<file path="config.mk">
export PLATFORM = sky130hd
export DESIGN_NAME = atto
export DESIGN_NICKNAME = d
export VERILOG_FILES = /design/src/rtl/atto.sv
export SDC_FILE = /design/constraint.sdc
export NUM_CORES = 1
export LEC_CHECK = 0
export ABC_AREA = 1
export CORE_ASPECT_RATIO = 1.1
export CORE_MARGIN = 2
export CORE_UTILIZATION = 35
export CTS_BUF_LIST = sky130_fd_sc_hd__clkbuf_16
export CTS_CLUSTER_SIZE = 20
export DETAILED_ROUTE_END_ITERATION = 16
export DONT_BUFFER_PORTS = 1
export PLACE_DENSITY = 0.47
export SETUP_SLACK_MARGIN = 0.4
export SLEW_MARGIN = 20
export SYNTH_ARGS = -nofsm -noshare
export SYNTH_HDL_FRONTEND = slang
export SYNTH_SLANG_ARGS = --single-unit
</file>
<file path="constraint.sdc">
create_clock -name clka -period 5.3 [get_ports clka]
set_input_delay 1.06 -clock clka [delete_from_list [all_inputs] [get_ports clka]]
set_output_delay 1.06 -clock clka [all_outputs]
set_load 0.03 [all_outputs]
</file>
<file path="src/rtl/atto.sv">
// atto: mesh router node with west-first then south routing, two input FIFOs
// (north, east), a one-entry PE injection register and a PE ejection port.
module atto #(
   parameter logic [3:0]  X_LOCAL    = 4'd0,
   parameter logic [3:0]  Y_LOCAL    = 4'd0,
   parameter int unsigned FIFO_DEPTH = 4
) (
   input  logic        clka,
   input  logic        rsta,
   input  logic [47:0] north_channel_din,
   input  logic [1:0]  north_diff_pair_din,
   input  logic [47:0] east_channel_din,
   input  logic [1:0]  east_diff_pair_din,
   input  logic [47:0] pe_channel_din,
   input  logic [1:0]  pe_diff_pair_din,
   output logic [47:0] south_channel_dout,
   output logic [1:0]  south_diff_pair_dout,
   output logic [47:0] west_channel_dout,
   output logic [1:0]  west_diff_pair_dout,
   output logic [39:0] pe_channel_dout,
   output logic [1:0]  pe_diff_pair_dout,
   output logic        r2pe_ack_dout
);

   localparam int unsigned AW         = $clog2(FIFO_DEPTH);
   localparam logic [AW:0] FULL_COUNT = (AW + 1)'(FIFO_DEPTH);
   localparam int unsigned NORTH      = 0;
   localparam int unsigned EAST       = 1;

   typedef enum logic [1:0] {RT_WEST, RT_SOUTH, RT_LOCAL} route_e;
   typedef enum logic {PRI_NORTH, PRI_EAST} rr_e;

   function automatic logic pair_legal(input logic [1:0] p);
      return (p == 2'b01) || (p == 2'b10);
   endfunction

   function automatic route_e route_xy(input logic [47:0] f);
      if (f[47:44] != X_LOCAL)
         return RT_WEST;
      else if (f[43:40] != Y_LOCAL)
         return RT_SOUTH;
      else
         return RT_LOCAL;
   endfunction

   logic [47:0] fifo_mem [2][FIFO_DEPTH];
   logic [AW-1:0] wr_ptr [2];
   logic [AW-1:0] rd_ptr [2];
   logic [AW:0]   count  [2];
   logic [1:0]    pair_q [2];
   logic [47:0]   din    [2];
   logic [1:0]    pair_in [2];
   logic [47:0]   head   [2];
   logic [1:0]    head_valid;
   logic [1:0]    push;
   logic [1:0]    pop;

   logic        pe_valid;
   logic [47:0] pe_flit;
   logic [1:0]  pe_pair_q;
   logic        pe_capture;
   logic        pe_fwd;

   rr_e rr_south;
   rr_e rr_eject;

   route_e n_route, e_route, p_route;
   logic n_s, n_x, e_s, e_w, e_x, p_s, p_w, p_x;
   logic gs_n, gs_e, gs_p, gw_e, gw_p, gx_n, gx_e, gx_p;
   logic [47:0] south_next;
   logic [47:0] west_next;
   logic [39:0] eject_next;

   always_comb begin
      din[NORTH]     = north_channel_din;
      din[EAST]      = east_channel_din;
      pair_in[NORTH] = north_diff_pair_din;
      pair_in[EAST]  = east_diff_pair_din;
   end

   // A full FIFO drops the arriving flit even if its head leaves on the same edge.
   always_comb begin
      push       = '0;
      head_valid = '0;
      for (int unsigned i = 0; i < 2; i++) begin
         head[i]       = fifo_mem[i][rd_ptr[i]];
         head_valid[i] = (count[i] != '0);
         push[i]       = pair_legal(pair_in[i]) && (pair_in[i] != pair_q[i]) &&
                         (count[i] != FULL_COUNT);
      end
      pe_capture = pair_legal(pe_diff_pair_din) && (pe_diff_pair_din != pe_pair_q) && !pe_valid;
   end

   always_comb begin
      n_route = (head[NORTH][43:40] != Y_LOCAL) ? RT_SOUTH : RT_LOCAL;
      e_route = route_xy(head[EAST]);
      p_route = route_xy(pe_flit);

      n_s = head_valid[NORTH] && (n_route == RT_SOUTH);
      n_x = head_valid[NORTH] && (n_route == RT_LOCAL);
      e_s = head_valid[EAST]  && (e_route == RT_SOUTH);
      e_w = head_valid[EAST]  && (e_route == RT_WEST);
      e_x = head_valid[EAST]  && (e_route == RT_LOCAL);
      p_s = pe_valid && (p_route == RT_SOUTH);
      p_w = pe_valid && (p_route == RT_WEST);
      p_x = pe_valid && (p_route == RT_LOCAL);

      gs_n = n_s && (!e_s || (rr_south == PRI_NORTH));
      gs_e = e_s && (!n_s || (rr_south == PRI_EAST));
      gs_p = p_s && !n_s && !e_s;
      gw_e = e_w;
      gw_p = p_w && !e_w;
      gx_n = n_x && (!e_x || (rr_eject == PRI_NORTH));
      gx_e = e_x && (!n_x || (rr_eject == PRI_EAST));
      gx_p = p_x && !n_x && !e_x;

      pop[NORTH] = gs_n || gx_n;
      pop[EAST]  = gs_e || gw_e || gx_e;
      pe_fwd     = gs_p || gw_p || gx_p;

      south_next = gs_n ? head[NORTH] : (gs_e ? head[EAST] : pe_flit);
      west_next  = gw_e ? head[EAST] : pe_flit;
      eject_next = gx_n ? head[NORTH][39:0] : (gx_e ? head[EAST][39:0] : pe_flit[39:0]);
   end

   always_ff @(posedge clka) begin
      for (int unsigned i = 0; i < 2; i++)
         if (push[i])
            fifo_mem[i][wr_ptr[i]] <= din[i];
   end

   always_ff @(posedge clka) begin
      if (rsta) begin
         for (int unsigned i = 0; i < 2; i++) begin
            wr_ptr[i] <= '0;
            rd_ptr[i] <= '0;
            count[i]  <= '0;
            pair_q[i] <= 2'b10;
         end
      end else begin
         for (int unsigned i = 0; i < 2; i++) begin
            if (pair_legal(pair_in[i]))
               pair_q[i] <= pair_in[i];
            if (push[i])
               wr_ptr[i] <= wr_ptr[i] + AW'(1);
            if (pop[i])
               rd_ptr[i] <= rd_ptr[i] + AW'(1);
            case ({push[i], pop[i]})
               2'b10:   count[i] <= count[i] + (AW + 1)'(1);
               2'b01:   count[i] <= count[i] - (AW + 1)'(1);
               default: ;
            endcase
         end
      end
   end

   always_ff @(posedge clka) begin
      if (rsta) begin
         south_channel_dout   <= '0;
         south_diff_pair_dout <= 2'b10;
         west_channel_dout    <= '0;
         west_diff_pair_dout  <= 2'b10;
         pe_channel_dout      <= '0;
         pe_diff_pair_dout    <= 2'b10;
         r2pe_ack_dout        <= 1'b0;
         pe_valid             <= 1'b0;
         pe_flit              <= '0;
         pe_pair_q            <= 2'b10;
         rr_south             <= PRI_NORTH;
         rr_eject             <= PRI_NORTH;
      end else begin
         r2pe_ack_dout <= pe_fwd;
         if (gs_n || gs_e || gs_p) begin
            south_channel_dout   <= south_next;
            south_diff_pair_dout <= ~south_diff_pair_dout;
         end
         if (gw_e || gw_p) begin
            west_channel_dout   <= west_next;
            west_diff_pair_dout <= ~west_diff_pair_dout;
         end
         if (gx_n || gx_e || gx_p) begin
            pe_channel_dout   <= eject_next;
            pe_diff_pair_dout <= ~pe_diff_pair_dout;
         end
         if (gs_n)
            rr_south <= PRI_EAST;
         else if (gs_e)
            rr_south <= PRI_NORTH;
         if (gx_n)
            rr_eject <= PRI_EAST;
         else if (gx_e)
            rr_eject <= PRI_NORTH;
         if (pe_fwd)
            pe_valid <= 1'b0;
         else if (pe_capture) begin
            pe_valid <= 1'b1;
            pe_flit  <= pe_channel_din;
         end
         if (pair_legal(pe_diff_pair_din))
            pe_pair_q <= pe_diff_pair_din;
      end
   end

endmodule

</file>
**Yosys cells after proc, flatten, opt, wreduce, memory -nomap -nowiden**

Memory sizes are Yosys's and may differ from the RTL's.
Cells that the tools add are included.

- Register bits after elaboration: 196
- Bits in writable memories: 402
- Input port bits: 152
- Output and inout port bits: 143
- Logic and storage cells: 201
- Memories kept: 5

Memories:

| name | depth | bits a word | rd ports | clocked after memory_dff | wr ports | line | source |
|---|---|---|---|---|---|---|---|
| fifo_mem | 2 | 192 | 2 | 0 | 2 | 46 | `logic [47:0] fifo_mem [2][FIFO_DEPTH];` |
| count | 2 | 3 | 2 | 0 | 2 | 49 | `logic [AW:0] count [2];` |
| pair_q | 2 | 2 | 2 | 0 | 2 | 50 | `logic [1:0] pair_q [2];` |
| rd_ptr | 2 | 2 | 2 | 0 | 2 | 48 | `logic [AW-1:0] rd_ptr [2];` |
| wr_ptr | 2 | 2 | 2 | 0 | 2 | 47 | `logic [AW-1:0] wr_ptr [2];` |

- Add/sub/neg operators: 8
- Magnitude comparators: 6
- Eq/ne operators: 21
- Mux-type cells: 68
- Bitwise gates (word level): 20
- Reduce and logical (&&, ||, !) cells: 61

Operators by type and width:

| operator | count |
|---|---|
| $mux 48 | 9 |
| $mux 192 | 2 |
| $bmux 48 s2 | 2 |
| $demux 48 s2 | 2 |
| $mux 40 | 2 |
| $mux 1 | 36 |
| $logic_and 1x1->1 | 25 |
| $mux 2 | 11 |
| $reduce_bool 4->1 | 5 |
| $logic_or 1x1->1 | 17 |
| $eq 2x1->1 const B | 8 |
| $eq 2x2->1 const B | 8 |
| $ge 3x3->1 const B | 4 |
| $mux 3 | 4 |
| $not 2->3 | 4 |
| $or 1x1->1 | 10 |
| $add 2x1->2 const B | 4 |
| $add 3x1->3 const B | 2 |
| $logic_not 1->1 | 6 |
| $lt 3x1->1 const B | 2 |
| $ne 2x2->1 | 3 |
| $ne 3x3->1 const B | 2 |
| $not 2->2 | 3 |
| $reduce_bool 3->1 | 2 |
| other kinds (6) | 11 |

**Logic depth before layout (Yosys ltp)**

Gate-level depths: netlist of run 1.

- Depth after elaboration: 19
- Depth in mapped cells: 19

**Least setup slack after synthesis of run 1**

OpenSTA, ideal clock, no wires.

- Path type: input to register
- Start point: input port east_diff_pair_din[1]
- End point: memory fifo_mem[0][192] in the netlist's numbering, enable pin
- Arrival time: 3.459 ns
- Required time: 4.846 ns
- Path slack: 1.388 ns
- Cell stages on the path: 6
- Buffers on the path: 0
- Path through: o21ai_0 > nand2_1 > inv_1 > nor2_1 > inv_1 > nor2_1

RTL lines:

| what | line | source |
|---|---|---|
| from (decl) | 13 | `input logic [1:0] east_diff_pair_din,` |
| to (decl) | 46 |  |

==> reports/qor_table.md, run 1 <==
| Item | Reported |
|:---|:---|
| Number of iterations in the first detailed-routing pass | 5 |
| Post-synthesis cell count | 2417 |
| EDFF count, synth | 402 |
| Aggregate global-route resource usage | 0.1963 |
| Final Hold Fails | 0 |
| Die extent in x | 257.0 um |
| Wirelength, routed | 72980 um |
| Sequential-to-total area share from yosys stat | 0.6492 |
| Finished Layout Cells | 3348 |
| Number of buffers created by CTS | 67 |
| Number of setup buffers added after CTS | 0 |
| Syn Area/Cell | 10.19 um^2 |
| Largest stage delay on the critical path | 0.77 ns |
| Part of the total power dissipated in combinational logic | 0.298 |
| Final critical path time including I/O delays and setup | 3.503 ns |
| Leakage power summed over all cells | 10.11 nW |
| DR vias | 17220 |
| Maximum vdd ir drop | 281.7 uV |
| Maximum number of pins on one net before global-route repair | 111 |
| Max cap viols | 0 |
| Area of the mapped netlist | 24640 um^2 |
| Class of the most critical hold timing path | register to register |
| Switching portion of total power | 0.4133 |
| Data required time of the worst path | 5.80 ns |
| Iteration-0 DRC count of the detailed router | 1308 |
| Main area contributors after synthesis | sky130_fd_sc_hd__edfxtp_1, sky130_fd_sc_hd__dfxtp_1, sky130_fd_sc_hd__o21ai_0, sky130_fd_sc_hd__nand2_1, sky130_fd_sc_hd__nor2_1 |
| Final worst clock skew | 0.02204 ns |
| Fraction of final layout cells sized beyond drive strength 1 | 0.08181 |
| Ports | 295 |
| Busiest layer in global routing | met2 |
| RSZ-0062 raised after global routing | false |
| Clock-pin slew on the worst setup and hold paths | 0.06 ns |
| Remaining max-slew budget at the tightest pin | 0.2907 |
| Synth Warn # | 0 |
| Startpoint Class | register |
| Full die area | 72530 um^2 |
| Capturing element type of the critical path | register |
| Share of the clock period used by the worst path | 0.6609 |
| Cell count after placement | 3220 |
| Y dimension of the die | 282.3 um |
| Endpoints failing setup | 0 |
| Crit-path max FO | 61 |
| CTS tree | yes |
| Number of buffers and inverters on the critical path | 3 |
| Antenna violation net count after detailed routing | 0 |
| Via count normalized by instance count | 5.142 |
| Power per standard cell area | 632.7 nW/um^2 |
| Area leader, netlist | sky130_fd_sc_hd__edfxtp_1 |
| Number of nets in the final layout | 2518 |
| CP top delay family | simple AND/OR/NAND/NOR gates |
| Data arrival time of the critical path | 4.00 ns |
| Share of synthesized registers carrying an async set or reset | 0 |
| Average detailed-routed wire length per instance | 21.80 um |
| Hold-fix buffers, CTS | 0 |
| Run status | completed |
| Number of remaining DRC errors | 0 |
| Fraction of met2 tracks used by global routing | 0.2791 |
| Met3 track demand over resource | 0.07339 |
| Global routing usage on met1 | 0.2765 |
| Port Buf Inserts | 0 |
| Number of antenna violations at the first check in global routing | 16 |
| Flip-flop and latch count after synthesis | 598 |
| Number of pins exceeding their max-slew limit in the final report | 0 |
| Number of nets produced by synthesis | 2581 |
| Ys flop type | sky130_fd_sc_hd__edfxtp_1 |
| Resize count post-CTS | 0 |
| Area fraction of the dominant cell type after synthesis | 0.4900 |
| List of most frequent post-synthesis cells | sky130_fd_sc_hd__nand2_1, sky130_fd_sc_hd__edfxtp_1, sky130_fd_sc_hd__o21ai_0 |
| Critical-path cell list | buf_4 > inv_4 > nand2_1 > nand3_1 > nand2_1 > nand2_1 > nor2_4 > nand2_2 > nor2_2 > nand2_4 > nand3_2 > buf_4 > o21ai_0 > nor2_1 |
| Buffer levels on the longest clock path | 3 |
| Power share of the sequential group | 0.432 |
| Portion of total power attributed to the clock network | 0.270 |
| Core Box Area | 70060 um^2 |
| Internal power component | 10.22 mW |
| Row Count | 102 |
| Number of sinks driven by the clock tree | 598 |
| Post-synth cell types | 42 |
| Via count of the first global-routing pass | 15580 |
| CP max stage cell | sky130_fd_sc_hd__nand3_2 |
| Wire length of the first global-routing pass | 106000 um |
| Starting density of the core | 0.3516 |
| Clock insertion delay at the later pin of the skew report | 0.60 ns |
| Layout area overhead | 11.78% |
| Depth of the CTS H-tree | 3 |
| Routability congestion estimate | 0.8276 |
| Dominant cell type by count on the critical path | sky130_fd_sc_hd__nand2_1 |
| Cell at the root of the clock tree | sky130_fd_sc_hd__clkbuf_16 |
| Global route total overflow | 0 |
| Most frequently used cell type in the post-synthesis netlist | sky130_fd_sc_hd__nand2_1 |
| Achievable Freq | 0.2855 GHz |
| Transition at the pin with the smallest max-transition slack | 1.064 ns |
| Setup_tns | 0 ns |
| NetSw | 7.202 mW |
| Path type of the worst setup path | register to register |
| Estimated wirelength of the detail-placed design | 48970 um |
worst paths after layout:
| check | start | to | slack, ns | depth (start not counted) |
|---|---|---|---|---|
| worst max-delay path | rd_ptr[0][2] | pe_channel_dout[22] | 1.80 | 14 |
| worst min-delay path | pe_flit[45] | pe_flit[45] | 0.48 | 2 |
| worst max register to register | rd_ptr[0][2] | pe_channel_dout[22] | 1.80 | 14 |
| worst min register to register | pe_flit[45] | pe_flit[45] | 0.48 | 2 |
power groups by stage:
stage | Combinational (mW) | Sequential [mW] | Clock, mW
detailed placement | 5.22 | 7.63 | 0
floorplan | 3.81 | 7.27 | 0
global placement | 5.16 | 7.63 | 0
finish | 5.20 | 7.53 | 4.70
global route | 5.89 | 7.61 | 5.00
CTS | 5.24 | 7.54 | 4.83
tightest hold or removal path, delay by kind of cell (launching register included):
| kind | cells | cell delay [ns] |
|---|---|---|
| buffers and inverters | 1 | 0.07 |
| flip-flops | 1 | 0.31 |
| AO/OA/AOI/OAI | 1 | 0.06 |
layout make-up:
| class | count | area, um^2 |
|---|---|---|
| Multi-Input combinational cell | 1493 | 7258 |
| Fill cell | 6783 | 42520 |
| Antenna cell | 4 | 10.01 |
| Clock buffer | 68 | 1702 |
| Timing Repair Buffer | 29 | 242.7 |
| Clock inverter | 55 | 531.8 |
| Inverter | 165 | 629.4 |
| Tap cell | 936 | 1171 |
| Sequential cell | 598 | 16000 |
placed cells by master, fill, tap and decap left out, types with 11 or more instances in the layout:
cell                        count
sky130_fd_sc_hd__o21ai_0      340
sky130_fd_sc_hd__o21ai_1       65
sky130_fd_sc_hd__o22ai_1       45
sky130_fd_sc_hd__dfxtp_1      196
sky130_fd_sc_hd__nand2_2       21
sky130_fd_sc_hd__clkbuf_16     68
sky130_fd_sc_hd__a21oi_1      173
sky130_fd_sc_hd__buf_4         27
sky130_fd_sc_hd__ha_1          11
sky130_fd_sc_hd__nand3_1       43
sky130_fd_sc_hd__edfxtp_1     402
sky130_fd_sc_hd__clkinv_2      12
sky130_fd_sc_hd__nand2_1      446
sky130_fd_sc_hd__nor2_1       231
sky130_fd_sc_hd__o211ai_1      25
sky130_fd_sc_hd__a32o_1        40
sky130_fd_sc_hd__inv_1        165
per-layer routing:
layer	share of wire	vias to the layer above
li1	-	8268
met1	0.46	8380
met2	0.42	452
met3	0.090	91
met4	0.021	24
met5	0.0021	-
flip-flops by register name, summed over array words and instances (netlist names):
signal	count
count	6
fifo_mem	384
pair_q	4
pe_channel_dout	40
pe_diff_pair_dout	2
pe_flit	48
pe_pair_q	2
pe_valid	1
r2pe_ack_dout	1
rd_ptr	4
rr_eject	1
rr_south	1
south_channel_dout	48
south_diff_pair_dout	2
west_channel_dout	48
west_diff_pair_dout	2
wr_ptr	4
cell families after synthesis:
group	count (synthesis)	synth area share
AOI/OAI and AO/OA	705	0.1584
DFF	598	0.6492
adders and majority gates	12	0.006399
and+or+nand+nor	772	0.1254
buffers and inverters	326	0.05911
xor gates and xnor gates	4	0.001422
through the flow:
step | area, um^2 | worst slack [ns] | total power, mW | util | hold WS, ns
floorplan | 24640 | 1.388 | 11.09 | - | 0.4387
global placement | 25270 | 1.838 | 12.79 | 0.3607 | 0.4548
detailed placement | 25280 | 1.765 | 12.85 | 0.3608 | 0.4695
CTS | 27510 | 1.788 | 17.61 | 0.3926 | 0.4791
global route | 27540 | 1.381 | 18.50 | 0.3931 | 0.5007
finish | 27540 | 1.797 | 17.42 | 0.3931 | 0.4815
No activity file was read; power rests on OpenSTA's default activity.
==> run 2: changes to the inputs <==
==> constraint.sdc (replaced) <==
create_clock -name clka -period 3.25 [get_ports clka]
set_input_delay 0.65 -clock clka [delete_from_list [all_inputs] [get_ports clka]]
set_output_delay 0.65 -clock clka [all_outputs]
set_load 0.03 [all_outputs]
==> run 2 against run 1 <==
  * Combinational power is 75% higher
  * Hold slack worse by 0.34 ns
  * Routed wire length is 0.75% higher
  * Design area is 2.2% higher
  * Largest cell class unchanged
==> reports/qor_table.md, run 2 (same netlist as run 1, synthesis figures left out) <==
| Item | Reported |
|:---|:---|
| Starting density of the core | 0.3516 |
| Layout area overhead | 14.20% |
| Power per standard cell area | 1030 nW/um^2 |
| Final critical path time including I/O delays and setup | 2.703 ns |
| Core Box Area | 70060 um^2 |
| Power share of the sequential group | 0.421 |
| Largest stage delay on the critical path | 0.51 ns |
| Most common cell after layout, fill and taps aside | sky130_fd_sc_hd__nand2_1 |
| Hold-fix buffers, CTS | 0 |
| Startpoint Class | register |
| Port Buf Inserts | 0 |
| Endpoints failing setup | 0 |
| Number of iterations in the first detailed-routing pass | 5 |
| Full die area | 72530 um^2 |
| Cell at the root of the clock tree | sky130_fd_sc_hd__clkbuf_16 |
| Number of pins exceeding their max-slew limit in the final report | 0 |
| Die extent in x | 257.0 um |
| Class of the most critical hold timing path | primary input to register |
| Hold slack | 0.1409 ns |
| CTS tree | yes |
| Fraction of final layout cells sized beyond drive strength 1 | 0.09147 |
| Part of the total power dissipated in combinational logic | 0.314 |
| Via count of the first global-routing pass | 16010 |
| Slack of the worst reg-to-reg path | 0.55 ns |
| Most frequent cells in the layout | sky130_fd_sc_hd__nand2_1, sky130_fd_sc_hd__edfxtp_1, sky130_fd_sc_hd__o21ai_0 |
| Max cap viols | 0 |
| Y dimension of the die | 282.3 um |
| Wl on met1 | 33370 um |
| Dominant cell type by count on the critical path | sky130_fd_sc_hd__nand2_1 |
| Routed wire length on met3 | 5682 um |
| Final Hold Fails | 0 |
| Switching portion of total power | 0.4069 |
| Achievable Freq | 0.3700 GHz |
| Data arrival time of the critical path | 3.06 ns |
| Path type of the worst setup path | register to register |
| Flip-flop count of the largest register after layout | 384 |
| Wirelength, routed | 73530 um |
| Via count normalized by instance count | 5.143 |
| Ports | 295 |
| Remaining max-slew budget at the tightest pin | 0.4808 |
| Depth of the CTS H-tree | 3 |
| Number of sinks driven by the clock tree | 598 |
| Final worst clock skew | 0.02220 ns |
| Buffer levels on the longest clock path | 3 |
| Clock insertion delay at the later pin of the skew report | 0.60 ns |
| Number of remaining DRC errors | 0 |
| Routability congestion estimate | 0.8415 |
| Transition at the pin with the smallest max-transition slack | 0.7788 ns |
| Number of antenna violations at the first check in global routing | 8 |
| Antenna violation net count after detailed routing | 0 |
| Internal power component | 17.20 mW |
| Wire length of the first global-routing pass | 105400 um |
| Clock-pin slew on the worst setup and hold paths | 0.06 ns |
| Critical-path cell list | buf_12 > nand2_1 > nand3_1 > nand2_1 > nand2_1 > inv_2 > nand2_2 > nand2_1 > inv_1 > nand2_2 > nand2_1 > nand2_2 > fa_1 > xor2_1 > xor2_1 > nand2_1 > inv_1 |
| Row Count | 102 |
| RSZ-0062 raised after global routing | true |
| Share of the clock period used by the worst path | 0.8317 |
| Run status | completed |
| Highest metal layer with signal wires | met4 |
| Leakage power summed over all cells | 10.34 nW |
| Iteration-0 DRC count of the detailed router | 1169 |
| Setup_tns | 0 ns |
| Aggregate global-route resource usage | 0.1940 |
| Crit-path max FO | 13 |
| Met2 routed WL | 32560 um |
| CP max stage cell | sky130_fd_sc_hd__edfxtp_1 |
| Data required time of the worst path | 3.61 ns |
| Capturing element type of the critical path | register |
| Global route total overflow | 0 |
| Portion of total power attributed to the clock network | 0.265 |
| Average detailed-routed wire length per instance | 21.76 um |
| Number of buffers created by CTS | 67 |
| DR vias | 17380 |
| Maximum number of pins on one net before global-route repair | 88 |
| Number of nets in the final layout | 2551 |
| Maximum vdd ir drop | 684.5 uV |
| NetSw | 11.80 mW |
| Estimated wirelength of the detail-placed design | 49290 um |
[run 2: cell types whose count changed in the layout (fill, tap and decap cells not counted), sizes merged]
cell | previous run | this run
bufbuf | 0 | 1
buf | 29 | 56
clkinv | 22 | 26
bufinv | 9 | 8
diode | 4 | 5
clkbuf | 68 | 76
inv | 182 | 173
[run 2: what timing repair did]
action | in CTS | in global routing
gates resized for setup | 1 | 12
pin swaps | 0 | 0
endpoints found under the setup margin | 1 | 44
setup buffers | 0 | 8
gates cloned | 1 | 5
[run 2: layout make-up]
type | count | area [um^2]
inverters | 165 | 666.9
flip-flops and latches | 598 | 16000
diodes | 5 | 12.51
multi-input cells | 1493 | 7274
repair buffers | 60 | 773.2
clock buffers | 73 | 1827
fillers | 6766 | 41930
clock inverters | 47 | 402.9
repair inverters | 2 | 13.76
well taps | 936 | 1171
[run 2: worst paths after layout]
| kind | from | endpoint | depth (start not counted) |
|---|---|---|---|
| worst max register to register | rd_ptr[0][0] | count[0][2] | 17 |
| worst min register to register | pe_flit[45] | pe_flit[45] | 2 |
| worst min-delay path | east_channel_din[46] | fifo_mem[0][382] | 0 |
| worst max-delay path | rd_ptr[0][0] | count[0][2] | 17 |
[run 2: power groups by stage]
stage | combinational, mW | clock (mW) | sequential [mW]
3_5_place_dp | 8.80 | 0 | 12.4
4_1_cts | 8.89 | 7.87 | 12.2
2_1_floorplan | 6.23 | 0 | 11.8
6_report | 9.11 | 7.68 | 12.2
3_3_place_gp | 8.64 | 0 | 12.4
5_1_grt | 10.2 | 8.15 | 12.4
[run 2: layer usage]
layer,vias up,track usage
met5,-,0
met4,0,0.06768
met3,104,0.05708
met2,467,0.2927
met1,8468,0.2660
li1,8339,-
[run 2: stage by stage]
step	power [mW]	setup slack [ns]	instance area, um^2	instances	util
6_report	28.99	0.5471	28140	3379	0.4016
3_3_place_gp	21.01	0.4111	25650	3240	0.3662
5_1_grt	30.70	0.3510	28140	3379	0.4016
2_1_floorplan	18.07	-0.2521	24650	2417	-
3_5_place_dp	21.19	0.3918	25650	3240	0.3662
4_1_cts	29.00	0.4482	27920	3361	0.3985
[run 2: worst max-delay path: cells and delay by family (launching register included)]
family / cells / cell delay, ns
XOR/XNOR: 2 / 0.32
AND/OR/NAND/NOR: 10 / 0.91
adder cells (fa/ha/maj): 1 / 0.39
buffers and inverters: 4 / 0.35
flip-flops: 1 / 0.51
==> run 3: changes to the inputs <==
--- a/config.mk
+++ b/config.mk
@@ -13,7 +13,7 @@
 export CTS_CLUSTER_SIZE = 20
 export DETAILED_ROUTE_END_ITERATION = 16
 export DONT_BUFFER_PORTS = 1
-export PLACE_DENSITY = 0.47
+export PLACE_DENSITY = 0.49
 export SETUP_SLACK_MARGIN = 0.4
 export SLEW_MARGIN = 20
 export SYNTH_ARGS = -nofsm -noshare
==> constraint.sdc (replaced) <==
create_clock -name clka -period 2.3 [get_ports clka]
set_input_delay 0.46 -clock clka [delete_from_list [all_inputs] [get_ports clka]]
set_output_delay 0.46 -clock clka [all_outputs]
set_load 0.03 [all_outputs]
==> run 3 against run 2 <==
  * The run now ends with setup timing left
  * Total power is 58% higher
  * First-iteration DRC count rose by 4.4%
  * Sequential cell count did not move
  * Core utilization increased by 4.4 points
  * Clock-buffer cell count shrank 5
  * Hold slack worse by 0.092 ns
  * Worst setup slack worse by 0.73 ns
  * Cell count is 7.6% higher
  * Combinational power grew 99%
  * Largest cell class unchanged
  * Largest power group is now combinational cells
  * Highest routed layer is now met5
==> reports/qor_table.md, run 3 (same netlist as run 1, synthesis figures left out) <==
| Item | Reported |
|:---|:---|
| Run status | complete, but fails checks |
| Failing checks | setup timing |
| Launching point of the worst reg2reg path | rd_ptr[0][2] |
| Slack of the worst reg-to-reg path | -0.18 ns |
| Max cap viols | 0 |
| Power share of the sequential group | 0.380 |
| RR Endpoint | count[0][0] |
| Switching portion of total power | 0.4037 |
| Internal power component | 27.26 mW |
| Crit-path max FO | 8 |
| Share of the clock period used by the worst path | 1.078 |
| Buffer levels on the longest clock path | 3 |
| Util after Layout | 0.4456 |
| Starting density of the core | 0.3516 |
| Leakage power summed over all cells | 11.89 nW |
| Final total power | 45.72 mW |
| Clock insertion delay at the later pin of the skew report | 0.61 ns |
| Part of the total power dissipated in combinational logic | 0.395 |
| Achievable Freq | 0.4034 GHz |
| Transition at the pin with the smallest max-transition slack | 0.7548 ns |
| NetSw | 18.46 mW |
| Core Box Area | 70060 um^2 |
| Via count normalized by instance count | 5.067 |
| RSZ-0062 raised after global routing | true |
| CTS tree | yes |
| Portion of total power attributed to the clock network | 0.225 |
| Maximum number of pins on one net before global-route repair | 86 |
| Worst reg2reg path depth | 14 |
| Number of pins exceeding their max-slew limit in the final report | 0 |
| Layout area overhead | 26.72% |
| Final Hold Fails | 0 |
| Final worst clock skew | 0.03101 ns |
| Number of antenna violations at the first check in global routing | 11 |
| Clock-pin slew on the worst setup and hold paths | 0.06 ns |
| Die extent in x | 257.0 um |
| Path type of the worst setup path | register to register |
| Flip-flop count of the largest register after layout | 384 |
| Number of remaining DRC errors | 0 |
| Number of buffers created by CTS | 66 |
| Critical Path Source | rd_ptr[0][2] |
| Data required time of the worst path | 2.59 ns |
| Row Count | 102 |
| Wire length of the first global-routing pass | 113900 um |
| Y dimension of the die | 282.3 um |
| Cell at the root of the clock tree | sky130_fd_sc_hd__clkbuf_16 |
| Maximum vdd ir drop | 724.5 uV |
| Remaining max-slew budget at the tightest pin | 0.4968 |
| Class of the most critical hold timing path | primary input to register |
| Average detailed-routed wire length per instance | 22.12 um |
| Fraction of final layout cells sized beyond drive strength 1 | 0.1657 |
| Global route total overflow | 0 |
| Via count of the first global-routing pass | 17820 |
| Startpoint Class | register |
| DR vias | 18430 |
| Antenna violation net count after detailed routing | 0 |
| Most frequent cells in the layout | sky130_fd_sc_hd__nand2_1, sky130_fd_sc_hd__edfxtp_1, sky130_fd_sc_hd__o21ai_0 |
| Endpoints failing setup | 96 |
| Fin worst setup slack | -0.1792 ns |
| Port Buf Inserts | 0 |
| Full die area | 72530 um^2 |
| Routability congestion estimate | 0.8839 |
| Ports | 295 |
| Most common cell after layout, fill and taps aside | sky130_fd_sc_hd__nand2_1 |
| Number of iterations in the first detailed-routing pass | 5 |
| Wirelength, routed | 80430 um |
| Number of sinks driven by the clock tree | 598 |
| Destination of the critical timing path | count[0][0] |
| Iteration-0 DRC count of the detailed router | 1220 |
| Setup_tns | -8.048 ns |
| Estimated wirelength of the detail-placed design | 51410 um |
| Data arrival time of the critical path | 2.77 ns |
| Aggregate global-route resource usage | 0.2100 |
| Depth of the CTS H-tree | 3 |
| Capturing element type of the critical path | register |
| Number of nets in the final layout | 2815 |
| Final critical path time including I/O delays and setup | 2.479 ns |
| Power per standard cell area | 1464 nW/um^2 |
==> run 3: changes by cell type in the layout (fill, tap and decap cells not counted), moves of 12 or more <==
cell	before	now
sky130_fd_sc_hd__o21ai_0	340	264
sky130_fd_sc_hd__buf_16	0	12
sky130_fd_sc_hd__nand2_1	445	423
sky130_fd_sc_hd__dlygate4sd3_1	0	97
sky130_fd_sc_hd__buf_6	2	17
sky130_fd_sc_hd__o21ai_1	65	132
sky130_fd_sc_hd__buf_4	35	150
==> run 3: metal layers <==
layer | vias up | routed length (um) | track usage
met5 | - | 76 | 0
met4 | 12 | 1927 | 0.06544
met3 | 117 | 6917 | 0.07115
met2 | 550 | 40670 | 0.3809
met1 | 8879 | 30840 | 0.2315
li1 | 8867 | - | -
==> run 3: through the flow <==
step                      cells  area [um^2]  hold WS (ns)  worst slack [ns]
after floorplan            2417        24830        0.4388           -0.1206
after global placement     3356        26610        0.4552           -0.1732
after detailed placement   3356        26610        0.4635           -0.1983
after CTS                  3600        30400     0.0007406           -0.1309
after global routing       3635        31220       0.04300           -0.3335
final                      3636        31220       0.04850           -0.1792
==> run 3: worst min-delay path by stage <==
stage | startpoint | endpoint | slack (ns) | depth (start not counted)
after floorplan | pe_flit[46] | pe_flit[46] | 0.44 | 2
after global placement | pe_pair_q[1] | pe_pair_q[1] | 0.46 | 2
after detailed placement | pe_pair_q[1] | pe_pair_q[1] | 0.46 | 2
after CTS | pe_channel_din[40] | pe_flit[40] | 0.0007 | 2
after global routing | pe_channel_din[40] | pe_flit[40] | 0.04 | 2
final | pe_channel_din[40] | pe_flit[40] | 0.05 | 2
==> run 3: power by group through the flow <==
stage / combinational (mW) / clock [mW] / sequential [mW]
2_1_floorplan: 9.23 / 0 / 16.7
3_3_place_gp: 14.2 / 0 / 17.6
3_5_place_dp: 14.4 / 0 / 17.6
4_1_cts: 16.4 / 10.6 / 17.4
5_1_grt: 19.7 / 11.0 / 17.6
6_report: 18.1 / 10.3 / 17.4
==> run 3: worst max-delay path, cell delays in order (launching register included) <==
cell and delay (ns):
sky130_fd_sc_hd__edfxtp_1 0.37, sky130_fd_sc_hd__buf_6 0.18, sky130_fd_sc_hd__buf_16 0.16, sky130_fd_sc_hd__nand2_4 0.05, sky130_fd_sc_hd__nand3_2 0.07, sky130_fd_sc_hd__nand2_2 0.09, sky130_fd_sc_hd__nand2_2 0.07, sky130_fd_sc_hd__nor2_4 0.18
sky130_fd_sc_hd__buf_4 0.14, sky130_fd_sc_hd__nand4_1 0.11, sky130_fd_sc_hd__nand2_2 0.12, sky130_fd_sc_hd__buf_4 0.12, sky130_fd_sc_hd__buf_12 0.14, sky130_fd_sc_hd__nand4_1 0.17, sky130_fd_sc_hd__nand3_1 0.20
==> run 3: cell type report <==
class | count | area (um^2)
diodes | 2 | 5.005
clock buffers | 68 | 1702
clock inverters | 47 | 395.4
fillers | 6561 | 38840
inverters | 165 | 684.4
multi-input cells | 1493 | 7587
flip-flops and latches | 598 | 16000
well taps | 936 | 1171
repair buffers | 326 | 3672
repair inverters | 1 | 8.758
==> run 3: repair_timing <==
action / in CTS / in global routing
endpoints found under the setup margin: 307 / 389
setup buffers: 22 / 15
hold endpoints to repair: 391 / 0
hold buffers: 97 / 0
pin swaps: 22 / 42
gates resized for setup: 85 / 73
cloned: 10 / 19
